<file path="src/rtl/mc_defs.sv">
// Shared definitions for the multicycle datapath: control FSM state codes, the
// opcode constants decoded by the controller, and the ALU/mux select codes. Also
// used by alu_control and the datapath top.
//
// Contents:
//   state_e      - FSM state codes, FETCH=0 .. JUMP=11
//   Op*          - instruction[31:26] opcodes
//   AluOp*       - ALUOp encodings seen by alu_control
//   SrcB*        - ALUSrcB mux selects
//   PcSrc*       - PCSource mux selects
//   ctrl_t       - packed control vector produced by mc_output_decode
//   isMemState() - states whose duration is stretched by the memory wait counter
package mc_defs;

    typedef enum logic [3:0] {
        StFetch  = 4'd0,
        StDecode = 4'd1,
        StMemAdr = 4'd2,
        StMemRd  = 4'd3,
        StMemWb  = 4'd4,
        StMemWr  = 4'd5,
        StExec   = 4'd6,
        StRwb    = 4'd7,
        StBranch = 4'd8,
        StAddiEx = 4'd9,
        StAddiWb = 4'd10,
        StJump   = 4'd11
    } state_e;

    localparam logic [5:0] OpRtype = 6'd0;
    localparam logic [5:0] OpLw    = 6'd35;
    localparam logic [5:0] OpSw    = 6'd43;
    localparam logic [5:0] OpBeq   = 6'd4;
    localparam logic [5:0] OpAddi  = 6'd8;
    localparam logic [5:0] OpJ     = 6'd2;

    localparam logic [1:0] AluOpAdd   = 2'b00;
    localparam logic [1:0] AluOpSub   = 2'b01;
    localparam logic [1:0] AluOpFunct = 2'b10;

    localparam logic [1:0] SrcBReg    = 2'b00;
    localparam logic [1:0] SrcBFour   = 2'b01;
    localparam logic [1:0] SrcBSext   = 2'b10;
    localparam logic [1:0] SrcBSextSh = 2'b11;

    localparam logic [1:0] PcSrcAlu    = 2'b00;
    localparam logic [1:0] PcSrcAluOut = 2'b01;
    localparam logic [1:0] PcSrcJump   = 2'b10;

    typedef struct packed {
        logic       pcWrite;
        logic       pcWriteCond;
        logic       iorD;
        logic       memRead;
        logic       memWrite;
        logic       irWrite;
        logic       memtoReg;
        logic       regDst;
        logic       regWrite;
        logic       aluSrcA;
        logic [1:0] aluSrcB;
        logic [1:0] aluOp;
        logic [1:0] pcSource;
    } ctrl_t;

    function automatic logic isMemState(state_e s);
        return (s == StFetch) || (s == StMemRd) || (s == StMemWr);
    endfunction

endpackage

</file>
<file path="src/rtl/mc_output_decode.sv">
// Moore output decode for the multicycle controller: maps the current state and
// the "final cycle of this state" flag onto the datapath control vector.
// Anything not set for a state stays 0.
//
// Ports:
//   state_i     - current FSM state
//   lastCycle_i - 1 in the final cycle of the state (always 1 for single-cycle states)
//   ctrl_o      - control vector
module mc_output_decode
    import mc_defs::*;
(
    input  state_e state_i,
    input  logic   lastCycle_i,
    output ctrl_t  ctrl_o
);

    always_comb begin
        ctrl_o = '0;
        unique case (state_i)
            StFetch: begin
                ctrl_o.memRead  = 1'b1;
                ctrl_o.aluSrcB  = SrcBFour;
                ctrl_o.aluOp    = AluOpAdd;
                ctrl_o.pcSource = PcSrcAlu;
                // IR and PC update only once the memory word is actually there.
                ctrl_o.irWrite  = lastCycle_i;
                ctrl_o.pcWrite  = lastCycle_i;
            end
            StDecode: begin
                // Speculative branch target: PC + (signext << 2).
                ctrl_o.aluSrcB = SrcBSextSh;
                ctrl_o.aluOp   = AluOpAdd;
            end
            StMemAdr, StAddiEx: begin
                ctrl_o.aluSrcA = 1'b1;
                ctrl_o.aluSrcB = SrcBSext;
                ctrl_o.aluOp   = AluOpAdd;
            end
            StMemRd: begin
                ctrl_o.memRead = 1'b1;
                ctrl_o.iorD    = 1'b1;
            end
            StMemWb: begin
                ctrl_o.regWrite = 1'b1;
                ctrl_o.memtoReg = 1'b1;
            end
            StMemWr: begin
                ctrl_o.iorD     = 1'b1;
                ctrl_o.memWrite = lastCycle_i;
            end
            StExec: begin
                ctrl_o.aluSrcA = 1'b1;
                ctrl_o.aluSrcB = SrcBReg;
                ctrl_o.aluOp   = AluOpFunct;
            end
            StRwb: begin
                ctrl_o.regWrite = 1'b1;
                ctrl_o.regDst   = 1'b1;
            end
            StBranch: begin
                ctrl_o.aluSrcA     = 1'b1;
                ctrl_o.aluSrcB     = SrcBReg;
                ctrl_o.aluOp       = AluOpSub;
                ctrl_o.pcWriteCond = 1'b1;
                ctrl_o.pcSource    = PcSrcAluOut;
            end
            StAddiWb: begin
                ctrl_o.regWrite = 1'b1;
            end
            StJump: begin
                ctrl_o.pcWrite  = 1'b1;
                ctrl_o.pcSource = PcSrcJump;
            end
            default: ;
        endcase
    end

endmodule

</file>
<file path="src/rtl/multicycle_control.sv">
// Control FSM for the classic multicycle MIPS datapath. Memory-access states
// (FETCH, MEMRD, MEMWR) are stretched by MEM_LAT wait cycles using a 4-bit
// counter; all other states last one cycle.
//
// Ports:
//   clk, reset          - clock; synchronous active-high reset
//   opcode              - instruction[31:26] from the IR, looked at in DECODE/MEMADR only
//   PCWrite..ALUSrcA    - 1-bit datapath strobes and mux selects
//   ALUSrcB, ALUOp,
//   PCSource            - 2-bit mux selects / ALU operation class
//   state               - current state code (debug)
//   illegal_op          - one-cycle pulse after DECODE saw an unsupported opcode
module multicycle_control
    import mc_defs::*;
#(
    parameter int unsigned MEM_LAT = 0
) (
    input  logic       clk,
    input  logic       reset,
    input  logic [5:0] opcode,
    output logic       PCWrite,
    output logic       PCWriteCond,
    output logic       IorD,
    output logic       MemRead,
    output logic       MemWrite,
    output logic       IRWrite,
    output logic       MemtoReg,
    output logic       RegDst,
    output logic       RegWrite,
    output logic       ALUSrcA,
    output logic [1:0] ALUSrcB,
    output logic [1:0] ALUOp,
    output logic [1:0] PCSource,
    output logic [3:0] state,
    output logic       illegal_op
);

    localparam logic [3:0] MemLatCnt = 4'(MEM_LAT);

    state_e     stateQ, stateD;
    logic [3:0] waitCntQ, waitCntD;
    logic       illegalQ, illegalD;
    logic       lastCycle;
    state_e     decState;
    ctrl_t      decCtrl;
    ctrl_t      ctrl;

    assign lastCycle = isMemState(stateQ) ? (waitCntQ == MemLatCnt) : 1'b1;

    always_comb begin
        stateD   = stateQ;
        illegalD = 1'b0;
        if (lastCycle) begin
            unique case (stateQ)
                StFetch: stateD = StDecode;
                StDecode: begin
                    case (opcode)
                        OpLw, OpSw: stateD = StMemAdr;
                        OpRtype:    stateD = StExec;
                        OpBeq:      stateD = StBranch;
                        OpAddi:     stateD = StAddiEx;
                        OpJ:        stateD = StJump;
                        default: begin
                            stateD   = StFetch;
                            illegalD = 1'b1;
                        end
                    endcase
                end
                StMemAdr: begin
                    if (opcode == OpSw) begin
                        stateD = StMemWr;
                    end else if (opcode == OpLw) begin
                        stateD = StMemRd;
                    end else begin
                        stateD = StFetch;
                    end
                end
                StMemRd:  stateD = StMemWb;
                StExec:   stateD = StRwb;
                StAddiEx: stateD = StAddiWb;
                default:  stateD = StFetch;
            endcase
        end
    end

    // Every state is left on its last cycle, so clearing there restarts the count
    // on entry to the next state.
    assign waitCntD = lastCycle ? 4'd0 : waitCntQ + 4'd1;

    always_ff @(posedge clk) begin
        if (reset) begin
            stateQ   <= StFetch;
            waitCntQ <= 4'd0;
            illegalQ <= 1'b0;
        end else begin
            stateQ   <= stateD;
            waitCntQ <= waitCntD;
            illegalQ <= illegalD;
        end
    end

    // While reset is held the outputs look like FETCH with every strobe off.
    assign decState = reset ? StFetch : stateQ;

    mc_output_decode uDecode (
        .state_i     (decState),
        .lastCycle_i (lastCycle),
        .ctrl_o      (decCtrl)
    );

    always_comb begin
        ctrl = decCtrl;
        if (reset) begin
            ctrl.pcWrite     = 1'b0;
            ctrl.pcWriteCond = 1'b0;
            ctrl.irWrite     = 1'b0;
            ctrl.regWrite    = 1'b0;
            ctrl.memWrite    = 1'b0;
            ctrl.memRead     = 1'b0;
        end
    end

    assign PCWrite     = ctrl.pcWrite;
    assign PCWriteCond = ctrl.pcWriteCond;
    assign IorD        = ctrl.iorD;
    assign MemRead     = ctrl.memRead;
    assign MemWrite    = ctrl.memWrite;
    assign IRWrite     = ctrl.irWrite;
    assign MemtoReg    = ctrl.memtoReg;
    assign RegDst      = ctrl.regDst;
    assign RegWrite    = ctrl.regWrite;
    assign ALUSrcA     = ctrl.aluSrcA;
    assign ALUSrcB     = ctrl.aluSrcB;
    assign ALUOp       = ctrl.aluOp;
    assign PCSource    = ctrl.pcSource;
    assign state       = decState;
    assign illegal_op  = illegalQ & ~reset;

endmodule

</file>
<file path="config.mk">
export PLATFORM = sky130hd
export DESIGN_NAME = multicycle_control
export DESIGN_NICKNAME = d
export VERILOG_FILES = /design/src/rtl/mc_defs.sv /design/src/rtl/mc_output_decode.sv /design/src/rtl/multicycle_control.sv
export SDC_FILE = /design/constraint.sdc
export NUM_CORES = 1
export LEC_CHECK = 0
export CAP_MARGIN = 25
export CORE_ASPECT_RATIO = 1.25
export CORE_UTILIZATION = 45
export CTS_BUF_LIST = sky130_fd_sc_hd__clkbuf_8
export DETAILED_ROUTE_END_ITERATION = 8
export GPL_TIMING_DRIVEN = 0
export PLACE_DENSITY = 0.79
export SYNTH_ARGS = -nofsm -noshare
export SYNTH_HDL_FRONTEND = slang
export SYNTH_HIERARCHICAL = 1
export SYNTH_SLANG_ARGS = --single-unit
</file>
<file path="constraint.sdc">
create_clock -name clk -period 2.5 [get_ports clk]
set_input_delay 0.5 -clock clk [delete_from_list [all_inputs] [get_ports clk]]
set_output_delay 0.5 -clock clk [all_outputs]
set_load 0.01 [all_outputs]
</file>
## Word-level counts from Yosys, hierarchy flattened

Cells that the tools add are included.
Widths: inputs -> output; s select.

| storage, ports and cells | value |
|---|---|
| bits in registers | 9 |
| logic and storage cells | 67 |
| input port bits | 8 |

| cells by class | value |
|---|---|
| reductions and logical operators | 15 |
| bitwise operators | 4 |
| add/subtract/negate cells | 1 |
| muxes and demuxes | 22 |
| equal/unequal tests | 22 |

Operators by type and width:

| kind | number |
|---|---|
| $pmux 4 s5 | 2 |
| $eq 4x3->1 const B | 6 |
| $pmux 4 s6 | 1 |
| $eq 4x4->1 const B | 5 |
| $eq 4x2->1 const B | 4 |
| $eq 6x6->1 const B | 2 |
| $logic_not 4->1 | 3 |
| $mux 1 | 12 |
| $reduce_or 2->1 | 5 |
| $eq 4x1->1 const B | 2 |
| $eq 6x2->1 const B | 1 |
| $eq 6x3->1 const B | 1 |
| $eq 6x4->1 const B | 1 |
| $logic_not 6->1 | 1 |
| $mux 3 | 2 |
| $reduce_or 3->1 | 2 |
| $reduce_or 6->1 | 1 |
| $add 4x1->4 const B | 1 |
| $mux 2 | 2 |
| $mux 4 | 1 |
| $pmux 2 s2 | 1 |
| $reduce_or 4->1 | 1 |
| $not 1->1 | 3 |
| $logic_or 1x1->1 | 2 |
| 2 further kinds | 2 |

## Longest topological paths before layout

| logic depth | value |
|---|---|
| word-level depth | 6 |
| gate-level depth with buffers | 8 |
| gate-level depth less buffers | 7 |

## Cells and area by module

Netlist, hierarchy kept.

Modules (own cells, without submodules):

| module | area each (µm²) | cells each | instances | seq. area each (µm²) |
|---|---|---|---|---|
| multicycle_control | 661.9 | 79 | 1 | 180.2 |
| mc_output_decode | 203.9 | 33 | 1 | 0.0 |

## Least setup slack after synthesis

Ideal clock, no wire load.

| timing path | value |
|---|---|
| kind | in2out |
| from | in reset |
| to | out PCWriteCond |
| arrival time | 1.955 ns |
| data required time | 2.000 ns |
| slack | 0.045 ns |
| stages | 7 |
| path through | clkbuf_1 -> nor2_1 -> buf_4 -> nand2b_1 -> nor3_1 -> buf_4 -> nor2b_1 |

RTL lines:

| item | RTL line | RTL |
|---|---|---|
| from (decl) | multicycle_control.sv:19 | `input logic reset,` |
| to (decl) | multicycle_control.sv:22 | `output logic PCWriteCond,` |

==> summary.md <==
| Metric | Value |
|---|---|
| Crit-path max cell delay | `0.45 ns` |
| First drt pass iteration count | `4` |
| Number of global-route vias before repair | `839` |
| Core Rows | `17` |
| Largest net degree at the start of global routing | `11` |
| Cts bufs inserted | `3` |
| Per-cell routed wire length | `12.1 um` |
| Yosys warning count | `6` |
| DIE AREA | `0.00210 mm2` |
| Min cycle time layout | `~2.4 ns` |
| Cell with the most instances on the worst path | `a21oi_2` |
| Final Cycle Share | `97.6%` |
| HP Class | `flop to flop` |
| CTS clk-pin slew, worst paths | `approximately 0.050 ns` |
| DPL Wire Length | `1610 um` |
| Crit path cell chain | `buf_6, xor2_1, a21oi_2, or3_4, or4b_4, a21oi_2, nor2b_1, buf_2` |
| Global-route wire length before repair | `3350 um` |
| Min-delay src | `waitCntQ[0]` |
| N_diodes | `0` |
| Skew final | `between 0.004 and 0.005 ns` |
| Worst EP arrival | `1.94 ns` |
| Synthesized cell area | `866 um2` |
| Critical Path End Type | `output pin` |
| Fmax | `roughly 410 MHz` |
| I/O Pins | `29` |
| Vias per inst | `5.45` |
| RSZ-0062 raised after global routing | `true` |
| Worst reg2reg path depth | `7` |
| CTS max path bufs | `2` |
| Met2 usage in global routing | `a little over two fifths` |
| Core area | `about 0.0018 mm2` |
| Final wirelength | `just over 2000 um` |
| Worst vdd ir | `0.409 mV` |
| Worst-skew pair later-pin latency | `0.23 ns` |
| Total Routing Usage GR | `around 22%` |
| Die height | `51.0 um` |
| Starting Density | `between 40% and 50%` |
| Yosys cell types | `42` |
| R2r startpoint | `stateQ[2]` |
| Synth Net Count | `122` |
| Worst-case hold path end point | `waitCntQ[0]` |
| Number of synthesized flops with an enable pin | `0` |
| DRT antenna net count | `0` |
| GRT Max-Usage Layer | `met2` |
| I/O Buffers | `28` |
| RR Endpoint | `waitCntQ[0]` |
| CTS H-tree lvls | `1` |
| Syn Area/Cell | `7.73 um2` |
| Worst Tran Pin Value | `0.572 ns` |
| Commonest non-fill, non-tap cells in the layout | `14 x clkdlybuf4s50_1, 11 x buf_4, 9 x nor2b_1, 7 x dlygate4sd2_1` |
| Status | `finished clean` |
| CP required | `2.00 ns` |
| Headroom to the max-slew limit | `61.4%` |
| TritonCTS clock tree | `built` |
| Crit-path slowest cell | `or4b_4` |
| NumNets Final | `160` |
| Startpoint Class | `flop` |
| Slew Limit Fails | `0` |
| Setup tns final | `0 ns` |
| WHS Path Cells | `2` |
| Number of antenna violations at the first check in global routing | `0` |
| Root buf cell | `clkbuf_8` |
| WS Path Type | `flop to output pin` |
| Drt drc | `0` |
| Met1 Resource Use GR | `23.6%` |
| Chip width | `41.2 um` |
| Pwr Total | `0.406 mW` |
| Post-Synthesis Cells | `112` |
| Final setup vio count | `0` |
| Max-Cap Viols | `0` |
| PwrDens | `308 mW/mm2` |
| GPL Wtd Cong | `0.840` |
| Clock sink count | `9` |
| Iter 0 DRT Violations | `8` |
| Predominant post-synthesis flop cell | `dfxtp_1` |
| Sequential-to-total area share from yosys stat | `20.8%` |
| Layout area overhead | `52.0%` |
| Synthesized flop and latch total | `9` |
| Flop2flop setup slack | `0.90 ns` |
| Commonest non-fill, non-tap cell in the layout | `clkdlybuf4s50_1` |
| Via count | `916` |
| Post-synth ARST share | `0%` |
| Cell leakage power | `slightly above 0.6 nW` |
| Critical Path Fanout Max | `9` |
| Final Hold Violating Endpoints | `0` |
| Layout cells sized above 1 | `28.2%` |
| Grt ovf | `0` |
| GR Layer Usage met3 | `2.61%` |
[routing by layer]
metal  wire length, um  share of wire, %
met1               767                38
met2              1180                58
met3                89               4.4
met4                 0                 0
met5                 0                 0
[critical path: cells and delay by family (launching register included)]
kind                      cells  cell delay, ns
and+or+nand+nor               3            0.71
DFF                           1            0.30
AOI/OAI and AO/OA             2            0.29
buffers and inverters         2            0.26
xor gates and xnor gates      1            0.15
[layout make-up]
class	count	area [um2]
clock inverters	1	3.75
inverters	7	26.3
fillers	157	470
well taps	19	23.8
multi-input cells	87	654
flip-flops and latches	9	184
plain buffers	8	71.3
repair buffers	34	312
clock buffers	3	41.3
[per-stage QoR]
stage / setup slack (ns) / hold slack [ns] / instances / util, % / area [um2]
global placement: -1.06 / 0.505 / 159 / 65.5 / 1170
CTS: 0.00783 / 0.533 / 168 / 71.9 / 1280
finish: 0.0608 / 0.522 / 168 / 73.7 / 1320
global route: -0.0389 / 0.554 / 168 / 73.7 / 1320
detailed placement: -1.11 / 0.521 / 159 / 65.5 / 1170
floorplan: 0.0453 / 0.492 / 112 / - / 866
[state kept, by name, summed over array words and instances, names as in the netlist]
signal / count
stateQ: 4
waitCntQ: 4
illegalQ: 1
[cells by family (layout without fill, tap and decap cells)]
| family | count (synthesis) | count (layout) | synth area share (%) |
|---|---|---|---|
| buf+inv | 16 | 53 | 9.39 |
| simple gates | 60 | 60 | 46.1 |
| flops | 9 | 9 | 20.8 |
| fa+ha+maj | 2 | 2 | 2.89 |
| xor+xnor | 5 | 5 | 5.06 |
| compound gates | 20 | 20 | 15.8 |
[report_power, final]
group	switching, mW	total [mW]	internal, mW
Sequential	0.00166	0.149	0.147
Clock	0.0555	0.162	0.107
Combinational	0.0440	0.0945	0.0505
[cell usage after synthesis (2+ instances only)]
cell,instances,area share [%]
a21oi_1,4,2.3
a31oi_1,3,2.2
and2_1,4,2.9
buf_2,5,2.9
buf_4,2,1.7
dfxtp_1,9,21
ha_1,2,2.9
inv_1,7,3.0
nand2_1,5,2.2
nand2b_1,4,2.9
nand3_1,4,2.3
nor2_1,8,3.5
nor2b_1,11,7.9
nor3_1,7,4.0
nor4b_1,4,4.0
o211ai_1,2,1.7
o21ai_0,2,1.2
or4b_1,2,2.3
xnor2_1,3,3.0
xor2_1,2,2.0
[timing repair]
action                     CTS  global route
hold buffers                 0             0
setup endpoints to repair   21             7
pin swaps                    2             2
buffers inserted             5             1
gates resized for setup     37            13
[worst max path at each step]
stage	startpoint	end	slack (ns)
after global placement	reset	RegWrite	-1.06
after detailed placement	reset	PCWrite	-1.11
after floorplan	reset	PCWriteCond	0.05
after CTS	reset	RegWrite	0.008
final	stateQ[2]	PCWrite	0.06
after global routing	stateQ[2]	PCWrite	-0.04
(Power assumes the default switching activity.)
